[src/rtl/sha_pkg.sv]
// Shared definitions for the SHA-2 message-schedule block: FSM state encoding,
// the rotate/shift amounts of the small sigma functions for both word widths,
// and the legal-parameter check used at elaboration.
package sha_pkg;

  typedef enum logic [1:0] {
    ST_IDLE = 2'd0,
    ST_LOAD = 2'd1,
    ST_EMIT = 2'd2
  } state_e;

  // SHA-256 (32-bit words)
  localparam int SHA256_S0_R1 = 7;
  localparam int SHA256_S0_R2 = 18;
  localparam int SHA256_S0_SH = 3;
  localparam int SHA256_S1_R1 = 17;
  localparam int SHA256_S1_R2 = 19;
  localparam int SHA256_S1_SH = 10;

  // SHA-512 (64-bit words)
  localparam int SHA512_S0_R1 = 1;
  localparam int SHA512_S0_R2 = 8;
  localparam int SHA512_S0_SH = 7;
  localparam int SHA512_S1_R1 = 19;
  localparam int SHA512_S1_R2 = 61;
  localparam int SHA512_S1_SH = 6;

  // 32-bit words allow 16..128 rounds; 64-bit words need exactly 80.
  function automatic bit params_legal(input int word_w, input int rounds);
    return ((word_w == 32) && (rounds >= 16) && (rounds <= 128)) ||
           ((word_w == 64) && (rounds == 80));
  endfunction

endpackage

[src/rtl/sha_sigma.sv]
// Small sigma function of SHA-2 (sigma0 or sigma1, chosen by i_sel) for a
// 32-bit or 64-bit word. Purely combinational.
module sha_sigma #(
  parameter int WORD_W = 32
) (
  input  logic              i_sel,  // 0: sigma0, 1: sigma1
  input  logic [WORD_W-1:0] i_x,
  output logic [WORD_W-1:0] o_y
);
  import sha_pkg::*;

  localparam int S0_R1 = (WORD_W == 64) ? SHA512_S0_R1 : SHA256_S0_R1;
  localparam int S0_R2 = (WORD_W == 64) ? SHA512_S0_R2 : SHA256_S0_R2;
  localparam int S0_SH = (WORD_W == 64) ? SHA512_S0_SH : SHA256_S0_SH;
  localparam int S1_R1 = (WORD_W == 64) ? SHA512_S1_R1 : SHA256_S1_R1;
  localparam int S1_R2 = (WORD_W == 64) ? SHA512_S1_R2 : SHA256_S1_R2;
  localparam int S1_SH = (WORD_W == 64) ? SHA512_S1_SH : SHA256_S1_SH;

  function automatic logic [WORD_W-1:0] rotr(input logic [WORD_W-1:0] x, input int n);
    return (x >> n) | (x << (WORD_W - n));
  endfunction

  logic [WORD_W-1:0] s0;
  logic [WORD_W-1:0] s1;

  // Both variants are formed; the select is tied off per instance.
  always_comb begin
    s0  = rotr(i_x, S0_R1) ^ rotr(i_x, S0_R2) ^ (i_x >> S0_SH);
    s1  = rotr(i_x, S1_R1) ^ rotr(i_x, S1_R2) ^ (i_x >> S1_SH);
    o_y = i_sel ? s1 : s0;
  end

endmodule

[src/rtl/sha_msg_schedule.sv]
// SHA-2 message-schedule generator. Loads a 16-word block serially, then
// streams W[0..ROUNDS-1] from a 16-entry rolling window r[0..15] that always
// holds W[t..t+15]; each accepted word shifts the window and appends W[t+16].
//
// Handshake: a transfer happens on a rising edge where valid and ready are
// both high; valid never depends on ready, and o_w/o_t/o_last hold steady
// while o_w_valid=1 and i_w_ready=0.
module sha_msg_schedule #(
  parameter  int WORD_W = 32,
  parameter  int ROUNDS = 64,
  localparam int T_W    = $clog2(ROUNDS)
) (
  input  logic              i_clk,
  input  logic              i_rst_n,
  input  logic              i_start,
  input  logic              i_abort,
  input  logic [WORD_W-1:0] i_m,
  input  logic              i_m_valid,
  output logic              o_m_ready,
  output logic [WORD_W-1:0] o_w,
  output logic              o_w_valid,
  input  logic              i_w_ready,
  output logic [T_W-1:0]    o_t,
  output logic              o_last,
  output logic              o_busy,
  output logic              o_done
);
  import sha_pkg::*;

  if (!params_legal(WORD_W, ROUNDS)) begin : g_bad_params
    $error("sha_msg_schedule: illegal WORD_W/ROUNDS combination");
  end

  state_e            state_q, state_d;
  logic [3:0]        cnt_q, cnt_d;
  logic [T_W-1:0]    t_q, t_d;
  logic              done_q, done_d;
  logic              busy_q, busy_d;
  logic [WORD_W-1:0] r_q [16];
  logic [WORD_W-1:0] r_d [16];
  logic [WORD_W-1:0] sig0, sig1, w_next;

  sha_sigma #(.WORD_W(WORD_W)) u_sigma0 (.i_sel(1'b0), .i_x(r_q[1]),  .o_y(sig0));
  sha_sigma #(.WORD_W(WORD_W)) u_sigma1 (.i_sel(1'b1), .i_x(r_q[14]), .o_y(sig1));

  // W[t+16] from the current window; additions wrap at WORD_W bits.
  always_comb begin
    w_next = sig1 + r_q[9] + sig0 + r_q[0];
  end

  // Next-state, window shift and round-index logic; abort overrides all.
  always_comb begin
    state_d = state_q;
    cnt_d   = cnt_q;
    t_d     = t_q;
    done_d  = 1'b0;
    r_d     = r_q;
    if (i_abort) begin
      state_d = ST_IDLE;
      cnt_d   = '0;
      t_d     = '0;
    end else begin
      case (state_q)
        ST_IDLE: begin
          if (i_start) begin
            state_d = ST_LOAD;
            cnt_d   = '0;
          end
        end
        ST_LOAD: begin
          if (i_m_valid) begin
            for (int k = 0; k < 15; k++) r_d[k] = r_q[k+1];
            r_d[15] = i_m;
            cnt_d   = cnt_q + 4'd1;
            if (cnt_q == 4'd15) begin
              state_d = ST_EMIT;
              t_d     = '0;
            end
          end
        end
        ST_EMIT: begin
          if (i_w_ready) begin
            for (int k = 0; k < 15; k++) r_d[k] = r_q[k+1];
            r_d[15] = w_next;
            if (t_q == T_W'(ROUNDS - 1)) begin
              state_d = ST_IDLE;
              t_d     = '0;
              done_d  = 1'b1;
            end else begin
              t_d = t_q + T_W'(1);
            end
          end
        end
        default: state_d = ST_IDLE;
      endcase
    end
    busy_d = (state_d != ST_IDLE);
  end

  // State, counters and window registers.
  always_ff @(posedge i_clk or negedge i_rst_n) begin
    if (!i_rst_n) begin
      state_q <= ST_IDLE;
      cnt_q   <= '0;
      t_q     <= '0;
      done_q  <= 1'b0;
      busy_q  <= 1'b0;
      for (int k = 0; k < 16; k++) r_q[k] <= '0;
    end else begin
      state_q <= state_d;
      cnt_q   <= cnt_d;
      t_q     <= t_d;
      done_q  <= done_d;
      busy_q  <= busy_d;
      for (int k = 0; k < 16; k++) r_q[k] <= r_d[k];
    end
  end

  // Outputs are straight decodes of registered state.
  always_comb begin
    o_m_ready = (state_q == ST_LOAD);
    o_w_valid = (state_q == ST_EMIT);
    o_w       = r_q[0];
    o_t       = t_q;
    o_last    = (state_q == ST_EMIT) && (t_q == T_W'(ROUNDS - 1));
    o_busy    = busy_q;
    o_done    = done_q;
  end

endmodule

[config.mk]
export PLATFORM = sky130hd
export DESIGN_NAME = sha_msg_schedule
export DESIGN_NICKNAME = d
export VERILOG_FILES = /design/src/rtl/sha_pkg.sv /design/src/rtl/sha_sigma.sv /design/src/rtl/sha_msg_schedule.sv
export SDC_FILE = /design/constraint.sdc
export NUM_CORES = 1
export LEC_CHECK = 0
export CORE_MARGIN = 4
export CORE_UTILIZATION = 62
export DETAILED_ROUTE_END_ITERATION = 10
export GPL_TIMING_DRIVEN = 0
export PLACE_DENSITY = 0.8
export SLEW_MARGIN = 5
export SYNTH_ARGS = -nofsm -noshare
export SYNTH_HDL_FRONTEND = slang
export SYNTH_HIERARCHICAL = 1
export SYNTH_SLANG_ARGS = --single-unit
[constraint.sdc]
create_clock -name i_clk -period 5.65 [get_ports i_clk]
set_input_delay 0.565 -clock i_clk [delete_from_list [all_inputs] [get_ports i_clk]]
set_output_delay 0.565 -clock i_clk [all_outputs]
set_load 0.005 [all_outputs]
==> metrics.md, run 1 <==
| Metric | Value |
|---|---|
| Cell breakdown of the critical path | buf_2, xnor3_1, mux2i_1, inv_1, fa_1, fa_1, inv_1, ha_1, inv_1, fa_1, nor2b_4, o31a_1, o41ai_4, a21oi_2, o21ai_2, o211ai_1, mux2i_1, nand3_1 |
| Min-delay worst type | input pin to async pin |
| Final ANT Viol Nets | 0 |
| Largest delay share family, worst path | adder cells |
| Commonest non-fill, non-tap cell in the layout | nand2_1 |
| Clk sinks | 526 |
| DR pass1 iterations | 5 |
| Switch share | 35.4% |
| Vias in the first global route | 20177 |
| Post-synth EDFFs | 0 |
| Hold Fails Final Rpt | 0 |
| CP Launch Type | register |
| Buffers on Ports | 80 |
| Final Util | 70.6% |
| Clock root cell | clkbuf_16 |
| Area occupied by multi-input gates | 12100 sq um |
| Sequential share of power | 39.3% |
| WP data required | 6140 ps |
| Later-pin clock latency in the skew report | 620 ps |
| Post-synthesis instance area | 27100 sq um |
| Remaining global-route overflow | 0 |
| Clock transition at path regs | 60 ps |
| RSZ-0062 raised after global routing | no |
| Mean area per synthesized cell | 9.29 sq um |
| Number of gates resized after CTS | 0 |
| Critical Path Fanout Max | 6 |
| Die Span Y | 217 um |
| Period Utilization, post-route | 86.5% |
| Yosys reg bits | 526 |
| Run status | complete, no violations |
| Initial core utilization | 62.8% |
| Syn nets | 3045 |
| DRC viols | 0 |
| FP Rows | 76 |
| Worst path bufs/invs | 4 |
| Area Growth Syn to Fin | 12.3% |
| Layout Nets | 3185 |
| Clock Skew | 26.2 ps |
| Initial antenna violation count | 0 |
| Lkg Pwr | 16.1 nW |
| DR iter-0 viols | 1784 |
| Max VDD drop | 245 uV |
| Clock Tree Buf Depth | 3 |
| Post-detailed-routing wire length | 73000 um |
| Max cap viols | 0 |
| Chip Width | 217 um |
| Combinational share of power | 35.2% |
| Reg area | 13200 sq um |
| Post-layout min period | 4880 ps |
| Syn. warnings | 6 |
| Layout cells sized above 1 | 8.13% |
| Gr usage total | 31.6% |
| Pins Over Slew Limit | 0 |
| CTS tree | built |
| Peak Freq | 205 MHz |
| H-tree depth | 2 |
| DR vias/cell | 5.44 |
| Slowest cell on the critical path | fa_1 |
| Worst Tran Pin Value | 1090 ps |
| Top Metal Used | met4 |
| Sequential area share after synthesis | 48.6% |
| Wl on met1 | 30400 um |
| Yosys cell types | 64 |
| # fillers | 3255 |
| Largest net degree at the start of global routing | 121 |
| Asr flop ratio synth | 100% |
| Met3 Routed Length | 4610 um |
| Ys flop type | dfrtp_1 |
| I/O pin count | 81 |
| Hpwl dp | 55100 um |
| RD Place Congestion | 1.02 |
| CP Class | register to register |
| Final setup fails | 0 |
| Rel. slew slack | 27.6% |
| First-pass GRT wire length | 114000 um |
| Area of the core | 43100 sq um |
| Total CTS buffers | 52 |
| Most frequent cells in the layout | nand2_1, dfrtp_1, inv_1 |
| Cell-internal power | 0.00842 W |
| PwrDens | 429 nW/um^2 |
| WP data arrival | 5380 ps |
| Die ar. | 47100 sq um |
| Met2 WL | 33800 um |
| Hold_ws | 373 ps |
| Psw | 0.00461 W |
| Critical Path End Type | register |
| Synthesized instance count | 2912 |
| WL per Instance | 19.9 um |
| Crit-path max cell delay | 560 ps |
| Clock share of power | 25.5% |
| Total number of vias | 20005 |
-- final timing paths --
check | from | endpoint | slack [ps] | cells past startpoint
hold reg to reg | r_q[95] | r_q[127] | 450 | 2
setup / recovery | r_q[467] | r_q[29] | 770 | 18
hold / removal | i_rst_n | r_q[351] | 370 | 2
max in group asynchronous | i_rst_n | r_q[81] | 3560 | 5
setup reg to reg | r_q[467] | r_q[29] | 770 | 18
min in group i_clk | r_q[95] | r_q[127] | 450 | 2
-- repair_timing --
action,in CTS,in global routing
buffers inserted,0,0
endpoints found under the hold margin,14,0
hold buffers,1,0
endpoints found under the setup margin,0,0
-- routing by layer --
| layer | vias to the layer above | GRT usage [%] |
|---|---|---|
| met5 | - | 0 |
| met4 | 0 | 15.2 |
| met3 | 179 | 4.91 |
| met2 | 701 | 50.3 |
| met1 | 9809 | 43.3 |
| li1 | 9316 | - |
-- cell type report --
type / count / area share [%]
antenna: 1 / 0.00823
multi-input combinational: 1989 / 39.9
sequential: 526 / 43.3
buffer: 215 / 3.61
clock inverter: 18 / 0.453
tap: 585 / 2.41
timing repair buffer: 86 / 3.14
clock buffer: 73 / 4.97
inverter: 182 / 2.25
-- worst reg2reg max path, delay by kind of cell (launching register included) --
family                     cells  cell delay (ps)
DFF                            1              400
muxes                          2              590
adders and majority gates      4             1620
and+or+nand+nor                2              270
xor gates and xnor gates       1              410
buffers and inverters          4              490
AOI/OAI and AO/OA              5              990
-- cell usage after synthesis (5+ instances only) --
cell,count,area share [%]
nand2_1,1326,18
dfrtp_1,526,49
inv_1,182,2.5
o21ai_0,115,2.1
xnor3_1,100,8.3
buf_2,88,1.6
clkbuf_1,69,0.96
mux2i_1,67,2.5
fa_1,62,4.6
buf_4,47,1.3
nor2_1,43,0.60
a21oi_1,38,0.70
xnor2_1,38,1.2
ha_1,33,1.5
a21o_1,17,0.47
a31oi_1,17,0.39
and3_1,13,0.30
xor2_1,12,0.39
nand4_1,9,0.21
buf_1,7,0.097
nand3_1,7,0.13
nor3_1,7,0.13
a21oi_2,6,0.19
nand3b_1,6,0.17
o21a_1,6,0.17
o21ai_1,6,0.11
nor2b_1,5,0.12
-- stage by stage --
step                      instances  total power, W  area [sq um]  TNS (ps)  setup slack (ps)
final                          3675          0.0130         30400         0               765
after global routing           3674          0.0138         30400         0               625
after CTS                      3674          0.0130         30400         0               833
after detailed placement       3582         0.00961         28700         0               853
after global placement         3577         0.00951         28600  -9374050            -17910
after floorplan                2912         0.00828         27100         0              1640
-- state kept, by name (all words and copies together) (netlist names) --
register and flops:
o_busy 1, o_done 1, o_w 32, o_t 6, cnt_q 4, state_q 2
r_q 480
-- power by group through the flow --
| stage | sequential (W) | combinational, W | clock (W) |
|---|---|---|---|
| 5_1_grt | 0.00519 | 0.00503 | 0.00355 |
| 3_5_place_dp | 0.00516 | 0.00445 | 0 |
| 2_1_floorplan | 0.00491 | 0.00338 | 0 |
| 4_1_cts | 0.00511 | 0.00453 | 0.00338 |
| 3_3_place_gp | 0.00516 | 0.00435 | 0 |
| 6_report | 0.00512 | 0.00459 | 0.00332 |
-- kinds of logic (layout without fill, tap and decap cells) --
logic type / count (synthesis) / after routing / share of synthesized area [%]
AO/OA/AOI/OAI: 237 / 237 / 5.47
XOR/XNOR: 152 / 152 / 10.1
adder cells (fa/ha/maj): 95 / 95 / 6.11
buffers and inverters: 397 / 574 / 6.58
flip-flops: 526 / 526 / 48.6
multiplexers: 67 / 67 / 2.48
other: 2 / 3 / 0.0278
AND/OR/NAND/NOR: 1436 / 1436 / 20.6
No activity file was read; power rests on OpenSTA's default activity.
==> inputs of run 2 (changes only) <==
- CORE_UTILIZATION: 62 -> 66
- PLACE_DENSITY: 0.8 -> 0.85
- SYNTH_HIERARCHICAL: 1 -> unset
- clock period: 5.65 -> 6.32 ns (I/O delays scaled with it)
==> run 2 against run 1 <==
Effect of this change: clock power shrank 5%; final cell count fell by 6.4%; count of clock-buffer cells in the layout rose by 8.
==> metrics.md, run 2 <==
| Metric | Value |
|---|---|
| WP data required | 6820 ps (+680 ps) |
| Synth top area cells | dfrtp_1, nand2_1, fa_1 |
| First-pass GRT wire length | 107000 um (-6.0%) |
| Peak Freq | 202 MHz (-1.1%) |
| Gr usage total | 34.0% (+2.4 points) |
| Cell breakdown of the critical path | clkbuf_1, xor2_1, xnor2_1, fa_1, fa_1, inv_1, ha_1, inv_1, fa_1, nor2b_1, o211ai_1, a31oi_1, nor2_1, o31ai_1, a221oi_1, xor2_1, a211oi_1 |
| Yosys cell types | 59 (-7.8%) |
| Layout Nets | 3062 (-3.9%) |
| Clock transition at path regs | 60 ps (about the same) |
| Post-DP Area | 26200 sq um (-8.8%) |
| Max reg flops | 480 (unchanged) |
| Chip Width | 201 um (-7.2%) |
| Yosys reg bits | 526 (unchanged) |
| Post-synthesis instance area | 24700 sq um (-8.8%) |
| Rel. slew slack | 35.2% (+7.6 points) |
| Ys flop type | dfrtp_1 |
| Post-layout min period | 4940 ps (+55.3 ps) |
| Final ANT Viol Nets | 0 (unchanged) |
| Vias in the first global route | 19275 (-4.5%) |
| Syn nets | 2923 (-4.0%) |
| Initial antenna violation count | 0 (unchanged) |
| CTS tree | built |
| Max cap viols | 0 (unchanged) |
| Reg-to-reg setup timing slack | 1380 ps (+610 ps) |
| Critical register-to-register path endpoint | r_q[19] |
| Top-count cell post-synth | nand2_1 |
| Final Util | 76.0% (+5.4 points) |
| CP Launch Type | register |
| Commonest non-fill, non-tap cell in the layout | nand2_1 |
| Die ar. | 40500 sq um (-14%) |
| Post-synth EDFFs | 0 (unchanged) |
| N_diodes | 0 (-1) |
| Postcts setup bufs | 0 (unchanged) |
| Clock root cell | clkbuf_16 |
| DR iter-0 viols | 1861 (+4.3%) |
| FP Rows | 70 (-7.9%) |
| Buffers on Ports | 79 (-1.3%) |
| Crit path top cell by count | fa_1 |
| Lkg Pwr | 14.8 nW (-8.0%) |
| Post-synth top area share | 53.3% (+4.7 points) |
| PwrDens | 406 nW/um^2 (-5.2%) |
| Hold Path Sink | r_q[135] |
| DP Worst Slack | 1490 ps (+633 ps) |
| R2r startpoint | r_q[452] |
| Mean area per synthesized cell | 8.84 sq um (-4.8%) |
| WL per Instance | 19.9 um (about the same) |
| Period Utilization, post-route | 78.2% (-8.3 points) |
| Post-detailed-routing wire length | 68300 um (-6.5%) |
| Worst Tran Pin Value | 972 ps (-115 ps) |
| RD Place Congestion | 0.991 (-2.5%) |
| H-tree depth | 2 (unchanged) |
| CP Class | register to register |
| Crit-path max cell delay | 540 ps (-20 ps) |
| Hold Fails Final Rpt | 0 (unchanged) |
| Total CTS buffers | 52 (unchanged) |
| Syn. warnings | 0 (-6) |
| Final setup fails | 0 (unchanged) |
| Pins Over Slew Limit | 0 (unchanged) |
| DR pass1 iterations | 8 (+3) |
| Die Span Y | 201 um (-7.2%) |
| Area of the core | 36800 sq um (-15%) |
| Min-delay worst type | register to register |
| Hold Startpoint | r_q[103] |
| Clk sinks | 526 (unchanged) |
| Largest net degree at the start of global routing | 114 (-5.8%) |
| Final Cell Area | 27900 sq um (-8.1%) |
| Synthesized instance count | 2790 (-4.2%) |
| RSZ-0062 raised after global routing | no |
| Remaining global-route overflow | 0 (unchanged) |
| Asr flop ratio synth | 100% (unchanged) |
| DR vias/cell | 5.65 (+3.7%) |
| Sequential area share after synthesis | 53.3% (+4.7 points) |
| Initial core utilization | 67.1% (+4.3 points) |
| Number of gates resized after CTS | 0 (unchanged) |
| Placed Instances | 3342 (-6.7%) |
| WP data arrival | 5440 ps (+60 ps) |
| Slowest cell on the critical path | fa_1 |
| Largest Register | r_q |
| Total number of vias | 19415 (-2.9%) |
| I/O pin count | 81 (unchanged) |
| Post-synth top area cell | dfrtp_1 |
| Area Growth Syn to Fin | 13.2% |
| Max VDD drop | 242 uV (-1.1%) |
| CTS Hold Bufs | 1 (unchanged) |
| Commonest cells in the netlist | nand2_1, dfrtp_1, inv_1 |
| Clock Tree Buf Depth | 3 (unchanged) |
| Critical Path Fanout Max | 5 (-1) |
| DRC viols | 0 (unchanged) |
| Clock Skew | 18.3 ps (-7.91 ps) |
| Layout cells sized above 1 | 7.03% (-1.1 points) |
| Run status | complete, no violations |
| Hold Crit Depth | 2 |
| Post-Layout Cell Count | 3439 (-6.4%) |
| # fillers | 2517 (-23%) |
| Reg2Reg Depth | 17 (-1) |
| Most frequent cells in the layout | nand2_1, dfrtp_1, inv_1 |
| Hpwl dp | 49500 um (-10%) |
| Critical Path End Type | register |
| Final worst slack | 1380 ps (+615 ps) |
| Later-pin clock latency in the skew report | 600 ps (-20 ps) |
==> run 2: worst max-delay path by stage <==
stage               startpoint  endpoint  slack (ps)  cells past startpoint
floorplan             r_q[452]   r_q[19]        2440                     17
global placement       i_rst_n  r_q[123]      -17200                      1
detailed placement    r_q[452]   r_q[19]        1490                     17
CTS                   r_q[452]   r_q[19]        1480                     17
global route          r_q[452]   r_q[19]        1280                     17
finish                r_q[452]   r_q[19]        1380                     17
==> run 2: layout make-up <==
type	instances	area [sq um]	share of cell area, %
Multi-Input combinational cell	1932	10000	35.9
Timing Repair Buffer	85	943	3.38
Clock buffer	81	1560	5.59
Inverter	129	484	1.73
Sequential cell	526	13200	47.1
Tap cell	468	586	2.10
Clock inverter	15	178	0.636
Buffer	203	1000	3.59
==> run 2: worst max-delay path, delay by kind of cell, from the launching register on <==
family	cells	cell delay (ps)
adder cells (fa/ha/maj)	4	1620
AO/OA/AOI/OAI	5	1400
XOR/XNOR	3	750
flip-flops	1	360
buffers and inverters	3	360
AND/OR/NAND/NOR	2	340
==> run 2: cells by family (layout without fill, tap and decap cells) <==
| family | Yosys count | in the layout | share of synthesized area, % |
|---|---|---|---|
| xor gates and xnor gates | 141 | 141 | 5.00 |
| DFF | 526 | 526 | 53.3 |
| muxes | 7 | 7 | 0.284 |
| adders and majority gates | 95 | 95 | 6.70 |
| buffers and inverters | 332 | 513 | 6.02 |
| AOI/OAI and AO/OA | 256 | 256 | 6.13 |
| and+or+nand+nor | 1433 | 1433 | 22.5 |
==> run 2: metal layers <==
layer / GRT usage, % / up-vias / wire length, um
li1: - / 8874 / -
met1: 45.3 / 9467 / 26500
met2: 54.3 / 858 / 31800
met3: 6.62 / 216 / 5700
met4: 17.0 / 0 / 4190
met5: 0 / - / 0
==> run 2: power by group <==
| part | switching [W] | internal [W] |
|---|---|---|
| Clock | 0.00132 | 0.00183 |
| Sequential | 0.000528 | 0.00408 |
| Combinational | 0.00226 | 0.00134 |
==> run 2: stage by stage <==
| step | setup TNS (ps) | total power (W) | hold WS (ps) |
|---|---|---|---|
| 4_1_cts | 0 | 0.0113 | 443 |
| 2_1_floorplan | 0 | 0.00692 | 336 |
| 6_report | 0 | 0.0114 | 464 |
| 3_5_place_dp | 0 | 0.00809 | 448 |
| 3_3_place_gp | -9000750 | 0.00800 | 448 |
| 5_1_grt | 0 | 0.0119 | 483 |
==> inputs of run 3 (changes only) <==
- CORE_UTILIZATION: 66 -> 56
- PLACE_DENSITY: 0.85 -> 0.77
- clock period: 6.32 -> 4.35 ns (I/O delays scaled with it)
==> run 3 against run 2 <==
Effect of this change: routed wire length about the same; global-route usage down 4.6 points; worst setup slack worse by 1300 ps; critical path depth down 1; total power up 50%; die area up 17%; worst hold slack worse by 200 ps; sequential share of layout area down 0.94 points; non-clock buffer count down 4; final cell count up 3.3%; cell area up 2.2%; sequential power up 45%; critical path type unchanged; largest cell class unchanged; largest power group unchanged.
==> metrics.md, run 3 (same netlist as run 2, synthesis figures left out) <==
| Metric | Value |
|---|---|
| Min-delay worst type | input pin to register |
| Later-pin clock latency in the skew report | 610 ps (about the same) |
| CP Class | register to register |
| Critical Path Fanout Max | 4 (-1) |
| DRC viols | 0 (unchanged) |
| Slowest cell on the critical path | fa_1 |
| Largest delay share family, worst path | adder cells |
| Area of the core | 43400 sq um (+18%) |
| Max VDD drop | 505 uV (+110%) |
| CP Launch Type | register |
| Rel. slew slack | 37.0% (+1.8 points) |
| Initial antenna violation count | 0 (unchanged) |
| Hold Startpoint | i_abort |
| R2r startpoint | r_q[469] |
| Most frequent cells in the layout | nand2_1, dfrtp_1, inv_1 |
| Hpwl dp | 50500 um (+2.1%) |
| Crit-path max cell delay | 560 ps (+20 ps) |
| Area occupied by multi-input gates | 10400 sq um (+3.3%) |
| Die Span Y | 218 um (+8.2%) |
| Final Util | 65.9% (-10 points) |
| Critical Path End Type | register |
| Hold_ws | 269 ps (-195 ps) |
| Period Utilization, post-route | 97.9% (+20 points) |
| Post-layout min period | 4260 ps (-683 ps) |
| Cell breakdown of the critical path | buf_4, xor2_1, xnor2_1, fa_2, fa_1, inv_1, ha_1, nand3_1, nor2_4, o211ai_4, a2111oi_4, buf_4, nor3_1, xnor2_1, nand2_1, a31oi_1 |
| Max cap viols | 0 (unchanged) |
| Run status | complete, no violations |
| DR iter-0 viols | 1664 (-11%) |
| Worst Tran Pin Value | 945 ps (-26.3 ps) |
| Layout cells sized above 1 | 9.94% (+2.9 points) |
| Lkg Pwr | 14.9 nW (+0.78%) |
| Largest Register | r_q |
| Gr usage total | 29.4% (-4.6 points) |
| Chip Width | 218 um (+8.2%) |
| Clock transition at path regs | 60 ps (about the same) |
| N_diodes | 0 (unchanged) |
| Total number of vias | 18916 (-2.6%) |
| # fillers | 3502 (+39%) |
| Post-DP Area | 26300 sq um (+0.45%) |
| Peak Freq | 235 MHz (+16%) |
| Total negative slack | 0 ps (unchanged) |
| DR vias/cell | 5.32 (-5.7%) |
| I/O pin count | 81 (unchanged) |
| Vias in the first global route | 19204 (-0.37%) |
| Clock Tree Buf Depth | 3 (unchanged) |
| Layout Nets | 3059 (-0.098%) |
| Hold Fails Final Rpt | 0 (unchanged) |
| Clk sinks | 526 (unchanged) |
| Area Growth Syn to Fin | 15.8% |
| Commonest non-fill, non-tap cell in the layout | nand2_1 |
| FP Rows | 76 (+8.6%) |
| H-tree depth | 2 (unchanged) |
| Max reg flops | 480 (unchanged) |
| Buffers on Ports | 79 (unchanged) |
| WP data arrival | 4780 ps (-660 ps) |
| Final ANT Viol Nets | 0 (unchanged) |
| Clock root cell | clkbuf_16 |
| Total CTS buffers | 53 (+1.9%) |
| CP startpoint | r_q[469] |
| Final Cell Area | 28600 sq um (+2.2%) |
| First-pass GRT wire length | 108000 um (+0.35%) |
| Pins Over Slew Limit | 0 (unchanged) |
| WP data required | 4870 ps (-1950 ps) |
| Largest net degree at the start of global routing | 124 (+8.8%) |
| RD Place Congestion | 0.961 (-3.0%) |
| DR pass1 iterations | 5 (-3) |
| Post-detailed-routing wire length | 68300 um (about the same) |
| Clock Skew | 20.5 ps (+2.25 ps) |
| Reg area | 13200 sq um (+0.18%) |
| CTS tree | built |
| Worst path bufs/invs | 3 (unchanged) |
| Final setup fails | 0 (unchanged) |
| WL per Instance | 19.2 um (-3.1%) |
| Initial core utilization | 56.9% (-10 points) |
| Remaining global-route overflow | 0 (unchanged) |
| PwrDens | 596 nW/um^2 (+47%) |
| Die ar. | 47500 sq um (+17%) |
## run 3: metal layers
metal	GRT usage, %	share of wire (%)	vias to the layer above
met3	6.17	7.4	170
met1	39.1	41	9198
li1	-	-	8856
met4	12.2	5.2	0
met5	0	0	-
met2	47.7	47	692
## run 3: timing repair
action                                  in CTS  in global routing
endpoints found under the hold margin      112                  0
gates cloned                                 0                  0
pin swaps                                   11                 31
resized for setup                           17                 60
endpoints found under the setup margin      19                 17
setup buffers                                4                 13
hold buffers                                 1                  0
## run 3: where the power goes
part	switching, W	internal [W]
clock	0.00192	0.00285
sequential	0.000764	0.00593
combinational	0.00342	0.00215
## run 3: cell type report
| class | instances | area share [%] |
|---|---|---|
| multi-input cells | 1932 | 36.2 |
| inverters | 129 | 1.70 |
| clock buffers | 82 | 5.66 |
| flip-flops and latches | 526 | 46.2 |
| clock inverters | 15 | 0.780 |
| well taps | 585 | 2.56 |
| plain buffers | 183 | 3.25 |
| repair buffers | 101 | 3.65 |
## run 3: path summary, 6_finish.rpt
| check | end | depth (start not counted) | slack [ps] |
|---|---|---|---|
| worst max-delay path | r_q[16] | 16 | 90 |
| worst min-delay path | state_q[1] | 2 | 270 |
| worst max register to register | r_q[16] | 16 | 90 |
| worst min register to register | r_q[277] | 2 | 460 |
| max in group asynchronous | r_q[116] | 6 | 1440 |
| min in group asynchronous | r_q[398] | 2 | 480 |
## run 3: stage by stage
step / setup WS [ps] / total power (W) / std cells
detailed placement: -522 / 0.0118 / 3458
floorplan: 470 / 0.0101 / 2790
global route: -21.7 / 0.0180 / 3553
finish: 93.1 / 0.0170 / 3553
global placement: -19110 / 0.0117 / 3454
CTS: -0.794 / 0.0167 / 3548
